--- config.mk ---
export PLATFORM = sky130hd
export DESIGN_NAME = game_round_controller
export DESIGN_NICKNAME = d
export VERILOG_FILES = /design/src/rtl/game_round_controller.sv
export SDC_FILE = /design/constraint.sdc
export NUM_CORES = 1
export LEC_CHECK = 0
export CORE_MARGIN = 4
export CORE_UTILIZATION = 40
export CTS_CLUSTER_DIAMETER = 30
export CTS_CLUSTER_SIZE = 16
export DETAILED_ROUTE_END_ITERATION = 10
export HOLD_SLACK_MARGIN = 0.02
export PLACE_DENSITY = 0.64
export SETUP_SLACK_MARGIN = 0.2
export SLEW_MARGIN = 20
export SYNTH_ARGS = -nofsm -noshare
export SYNTH_HDL_FRONTEND = slang
export SYNTH_SLANG_ARGS = --single-unit
--- constraint.sdc ---
create_clock -name clk -period 1.52 [get_ports clk]
set_input_delay 0.304 -clock clk [delete_from_list [all_inputs] [get_ports clk]]
set_output_delay 0.304 -clock clk [all_outputs]
set_load 0.1 [all_outputs]
--- src/rtl/game_round_controller.sv ---
// Session controller above the game master: start gate, round judging, score/lives/level, game-over hold.
// All outputs registered; a round_start is judged one cycle later and its results are visible two cycles after the pulse.
module game_round_controller #(
  parameter int N_LIVES        = 3,
  parameter int HITS_PER_LEVEL = 4,
  parameter int N_LEVELS       = 4,
  parameter int SCORE_WIDTH    = 8
) (
  input  logic                   clk,
  input  logic                   reset,
  input  logic                   key,
  input  logic                   round_start,
  input  logic                   round_won,
  input  logic                   timer_running,
  output logic                   master_hold,
  output logic [1:0]             level,
  output logic [SCORE_WIDTH-1:0] score,
  output logic [1:0]             lives,
  output logic                   game_over
);

  typedef enum logic [2:0] {
    S_IDLE,
    S_ARM,
    S_PLAY,
    S_JUDGE,
    S_SETTLE,
    S_OVER
  } state_t;

  localparam logic [1:0]             LIVES_INIT = 2'(N_LIVES);
  localparam logic [3:0]             HIT_LAST   = 4'(HITS_PER_LEVEL - 1);
  localparam logic [1:0]             LEVEL_MAX  = 2'(N_LEVELS - 1);
  localparam logic [SCORE_WIDTH-1:0] SCORE_MAX  = '1;

  state_t                 state, state_nxt;
  logic                   key_d, key_rise;
  logic [3:0]             hit_cnt, hit_nxt;
  logic [1:0]             level_nxt, lives_nxt;
  logic [SCORE_WIDTH-1:0] score_nxt;
  logic                   hold_nxt, over_nxt;

  assign key_rise = key & ~key_d;

  always_comb begin
    state_nxt = state;
    hit_nxt   = hit_cnt;
    level_nxt = level;
    lives_nxt = lives;
    score_nxt = score;
    case (state)
      S_IDLE:  if (key_rise) state_nxt = S_ARM;
      // Wait for the start press to be released so the master never sees it as a fire.
      S_ARM:   if (!key) state_nxt = S_PLAY;
      S_PLAY:  if (round_start) state_nxt = S_JUDGE;
      S_JUDGE: begin
        state_nxt = S_SETTLE;
        if (round_won) begin
          if (score != SCORE_MAX) score_nxt = score + SCORE_WIDTH'(1);
          if (hit_cnt == HIT_LAST) begin
            hit_nxt = 4'd0;
            if (level < LEVEL_MAX) level_nxt = level + 2'd1;
          end else begin
            hit_nxt = hit_cnt + 4'd1;
          end
        end else if (lives != 2'd0) begin
          lives_nxt = lives - 2'd1;
        end
      end
      S_SETTLE: if (!timer_running) state_nxt = (lives == 2'd0) ? S_OVER : S_PLAY;
      S_OVER: begin
        if (key_rise) begin
          state_nxt = S_ARM;
          score_nxt = '0;
          lives_nxt = LIVES_INIT;
          level_nxt = 2'd0;
          hit_nxt   = 4'd0;
        end
      end
      default: state_nxt = S_IDLE;
    endcase
    // Outputs are registered from the next state so they line up with the state register.
    hold_nxt = (state_nxt == S_IDLE) || (state_nxt == S_ARM) || (state_nxt == S_OVER);
    over_nxt = (state_nxt == S_OVER);
  end

  always_ff @(posedge clk or posedge reset) begin
    if (reset) begin
      state       <= S_IDLE;
      key_d       <= 1'b0;
      hit_cnt     <= 4'd0;
      level       <= 2'd0;
      lives       <= LIVES_INIT;
      score       <= '0;
      master_hold <= 1'b1;
      game_over   <= 1'b0;
    end else begin
      state       <= state_nxt;
      key_d       <= key;
      hit_cnt     <= hit_nxt;
      level       <= level_nxt;
      lives       <= lives_nxt;
      score       <= score_nxt;
      master_hold <= hold_nxt;
      game_over   <= over_nxt;
    end
  end

endmodule

# [Word-level counts from Yosys, hierarchy flattened]
# Cells that the tools add are included.
[word_totals] regBits=22 input_bits=6 out_inout_bits=14 word_cells=66
[op_classes] reduce_logical=12 order_cmp=1 add_sub_neg=4 n_mux=23 n_eq_ne=16 bitwise_logic=2
[ops] op="$mux W8" n=3
[ops] op="$pmux W8 S2" n=1
[ops] op="$mux W3" n=5
[ops] op="$pmux W3 S5" n=1
[ops] op="$mux W2" n=7
[ops] op="$ne A2 B2 Y1 const B" n=7
[ops] op="$mux W4" n=3
[ops] op="$eq A3 B3 Y1 const B" n=3
[ops] op="$add A8 B1 Y8 const B" n=1
[ops] op="$ne A8 B8 Y1 const B" n=1
[ops] op="$pmux W2 S2" n=2
[ops] op="$pmux W4 S2" n=1
[ops] op="$reduce_and A4 Y1" n=2
[ops] op="$eq A3 B1 Y1 const B" n=2
[ops] op="$eq A3 B2 Y1 const B" n=2
[ops] op="$logic_not A3 Y1" n=2
[ops] op="$reduce_and A5 Y1" n=1
[ops] op="$add A4 B1 Y4 const B" n=1
[ops] op="$eq A4 B2 Y1 const B" n=1
[ops] op="$reduce_bool A2 Y1" n=2
[ops] op="$reduce_and A3 Y1" n=1
[ops] op="$add A2 B1 Y2 const B" n=1
[ops] op="$logic_not A2 Y1" n=1
[ops] op="$logic_or A1 B1 Y1" n=2
[ops] op="other kinds (5)" n=5

# [Depth between registers and ports, before layout]
[depth] ltp_word=7 mapped_depth=6 depth_no_buf=6

# [Least setup slack after synthesis]
# Ideal clock, no wire load.
[synth_timing] kind="register -> register" startpoint="reg score[0]" endpoint="reg score[4]" t_required_ns=1.356 t_arrival_ns=1.862 setup_ns=0.164 setup_slack_ns=-0.506 path_stages_with_launch=6 n_path_buf=0 path_cell_list="dfrtp_1 -> ha_1 -> and2_1 -> a31oi_1 -> o21ai_0 -> o31ai_1"
[synth_via] elab_chain_len=4 word_cells_on_any_way=7 classes_between="add/sub (1); eq/ne (2); mux (3); reduce/logical (1)"
[synth_lines] element="start, declared" line="17" text="output logic [SCORE_WIDTH-1:0] score,"
[synth_lines] element="start signal, assigned" line="103" text="score <= score_nxt;"
[synth_lines] element="$add A8 B1 Y8" line="59" text="if (score != SCORE_MAX) score_nxt = score + SCORE_WIDTH'(1);"
[synth_lines] element="$mux W8" line="59"
[synth_lines] element="$mux W8" line="58" text="if (round_won) begin"
[synth_lines] element="$pmux W8 S2" line="51" text="case (state)"
# Several ways; a longest one is shown, not always the timed one. The select of a mux whose other input is x is not followed.
# A chain may end at the register's enable or synchronous reset.

# [Worst setup path after layout]
[layout_timing] startpoint="reg lives[1]" endpoint="reg lives[0]"
[layout_via] elab_chain_len=3
[layout_lines] element="start, declared" line="18" text="output logic [1:0] lives,"
[layout_lines] element="start signal, assigned" line="102" text="lives <= lives_nxt;"
[layout_lines] element="$reduce_bool A2 Y1" line="66" text="end else if (lives != 2'd0) begin"
[layout_lines] element="$ne A2 B2 Y1 (no line)"
[layout_lines] element="$reduce_and A4 Y1 (no line)"
# No other way between the ends.

==> metrics <==
status=complete, but fails checks; violated checks=setup timing; Die Span Y=63.68 um; port bufs=19; Synth Net Count=136; Worst VDD drop=1713 uV; Clock Power Share=0.064; final worst slack=-50.84 ps; Max Fclk=0.6366 GHz; largest net degree at the start of global routing=23; Post-synth ARST share=1.000; syn_area_per_cell=9.920 sq um; Mapped Cells=125; Clock Latency Late Sink=320 ps; Switching Fraction=0.4898; pwr dens=1938 mW/mm^2; Fin. Hold Viols=0; Post-Syn Area=0.001240 sq mm; io pins=20; Final Max Slew Viols=0; number of enable flip-flop cells after synthesis=0; Top FF cell, synth=dfrtp_1; antenna violations before repair=0; unique cell type count in the Yosys netlist=42; final wirelength=4432 um; clk_skew=1.086 ps; Post-DRT Antenna Nets=0; CP endpoint kind=register; Synth top area share=0.3835; DR pass1 iterations=4; Root Buffer Master=clkbuf_4; # nets final=202; # hold bufs at CTS=0; first-pass GRT wire length=6796 um; H-Tree Depth=1; Clock transition at path regs=130 ps; RSZ-0062 raised after global routing=yes; internal power=2.371 mW; GRT Residual Overflow=0; num rows=19; Seq cells post-synth=22; Ant. Diodes=0; switching pwr=2.276 mW; detailed-placement wirelength estimate=2447 um; die footprint=0.004055 sq mm; vias per inst=5.932; relative slew slack=0.7762; Hold Path Class=in2async; part of the power in combinational logic=0.683; crit path DAT=1830 ps; crit start category=register; fin crit share=1.033; worst path required time=1780 ps; WL per Instance=20.05 um; Clock Path Buffers=2; Starting Density=0.4346; Tmin final=1571 ps; Core ar.=0.002853 sq mm; sequential fraction of the synthesis area=0.4470; gpl congestion=0.8661; most common cell in the netlist=dfrtp_1; clk sinks=22; DR vias=1,311; Seq pwr share=0.253; number of DRC markers in iteration 0=86; Die Wd=63.68 um; number of global-route vias before repair=1,411; Pleak=0.9625 nW; crit-path max FO=3; cell taking the most area after synthesis=dfrtp_1; CTS tree=built; warnings from Yosys=0; fin util=0.8404; Area contributors post-synth=dfrtp_1 38%, dfstp_2 6.4%, ha_1 5.0%, o21ai_0 3.6%, a31oi_1 3.5%; Worst Max-Slew Pin Slew=334.4 ps; Area growth syn-to-layout=93.34%; Hold WS=301.7 ps; DRC viols=0; Total GRT Usage=0.2150; WS Path Type=reg2reg; commonest cells in the netlist=19 x dfrtp_1, 10 x nand2_1, 9 x o21ai_0; Finish-stage setup viols=5; Max Cap Violations=0; Num CTS Buffers=3; layout cell share with drive strength beyond 1=0.7053
## what timing repair did
action	in CTS	in global routing
buffers inserted	20	2
pin swaps	26	11
endpoints found under the setup margin	34	34
cloned	0	0
gates resized for setup	41	20
## cells by family after synthesis
logic type | Yosys count | share of synthesized area
compound gates | 39 | 0.2170
fa+ha+maj | 5 | 0.05045
buf+inv | 11 | 0.03935
flops | 22 | 0.4470
mux | 2 | 0.02018
simple gates | 46 | 0.2260
## power groups by stage
stage / Combinational, mW / Clock, mW / Sequential, mW
after CTS: 3.00 / 0.297 / 1.16
after global placement: 2.50 / 0 / 1.17
after detailed placement: 2.57 / 0 / 1.18
after floorplan: 0.754 / 0 / 1.97
final: 3.17 / 0.296 / 1.18
after global routing: 3.35 / 0.332 / 1.21
## path summary, 6_finish.rpt
check	from	endpoint	slack, ps	cells past startpoint
min	reset	hit_cnt[0]$_DFFE_PP0P_	300	3
max	lives[1]$_DFFE_PP1P_	lives[0]$_DFFE_PP1P_	-50	6
min reg2reg	hit_cnt[3]$_DFFE_PP0P_	hit_cnt[3]$_DFFE_PP0P_	570	1
max in group asynchronous	reset	master_hold$_DFF_PP1_	940	3
max reg2reg	lives[1]$_DFFE_PP1P_	lives[0]$_DFFE_PP1P_	-50	6
min in group clk	hit_cnt[3]$_DFFE_PP0P_	hit_cnt[3]$_DFFE_PP0P_	570	1
## per-layer routing
metal | GRT usage | share of wire | wire length [um] | vias up
li1 | - | - | - | 601
met1 | 0.2373 | 0.36 | 1595 | 651
met5 | 0 | 0 | 0 | -
met3 | 0.03020 | 0.038 | 169 | 13
met2 | 0.4068 | 0.57 | 2535 | 46
met4 | 0.08625 | 0.030 | 131 | 0
## cell usage in the layout, fill, tap and decap left out, drive strengths merged, types with 3 or more instances in the layout
cell type      count
a31oi              7
nand3b             5
o21ai             10
clkbuf             4
a21oi              6
inv                6
and2               3
nor2               8
buf               61
clkdlybuf4s50      5
o31ai              4
ha                 5
nand3              4
nand2             10
dfrtp             19
dfstp              3
## critical path, stage by stage (launching register included)
cell	delay, ps
dfstp_4	670
inv_6	50
ha_4	170
nor4b_4	240
buf_4	160
and3_1	160
a21oi_1	50
## metrics by stage
step           power [mW]  TNS [ps]  setup WS (ps)  cell area (sq um)  std cells
6_report            4.647    -146.0         -50.84               2397        221
5_1_grt             4.891    -517.3         -112.1               2397        221
4_1_cts             4.461    -96.42         -32.67               2282        219
3_5_place_dp        3.759     -2635         -245.4               1932        195
3_3_place_gp        3.672     -2163         -228.1               1932        195
2_1_floorplan       2.722    -435.9         -112.5               1411        125
## state kept, by name, indices dropped and copies added, names as in the netlist
signal       cells
game_over        1
hit_cnt          4
key_d            1
level            2
lives            2
master_hold      1
score            8
state            3
## cell type report
cell class	count	area [sq um]
multi-input cells	92	968.4
repair buffers	66	732.0
flip-flops and latches	22	601.8
fillers	161	455.4
well taps	31	38.79
inverters	6	30.03
clock buffers	4	26.28
(Power assumes the default switching activity.)
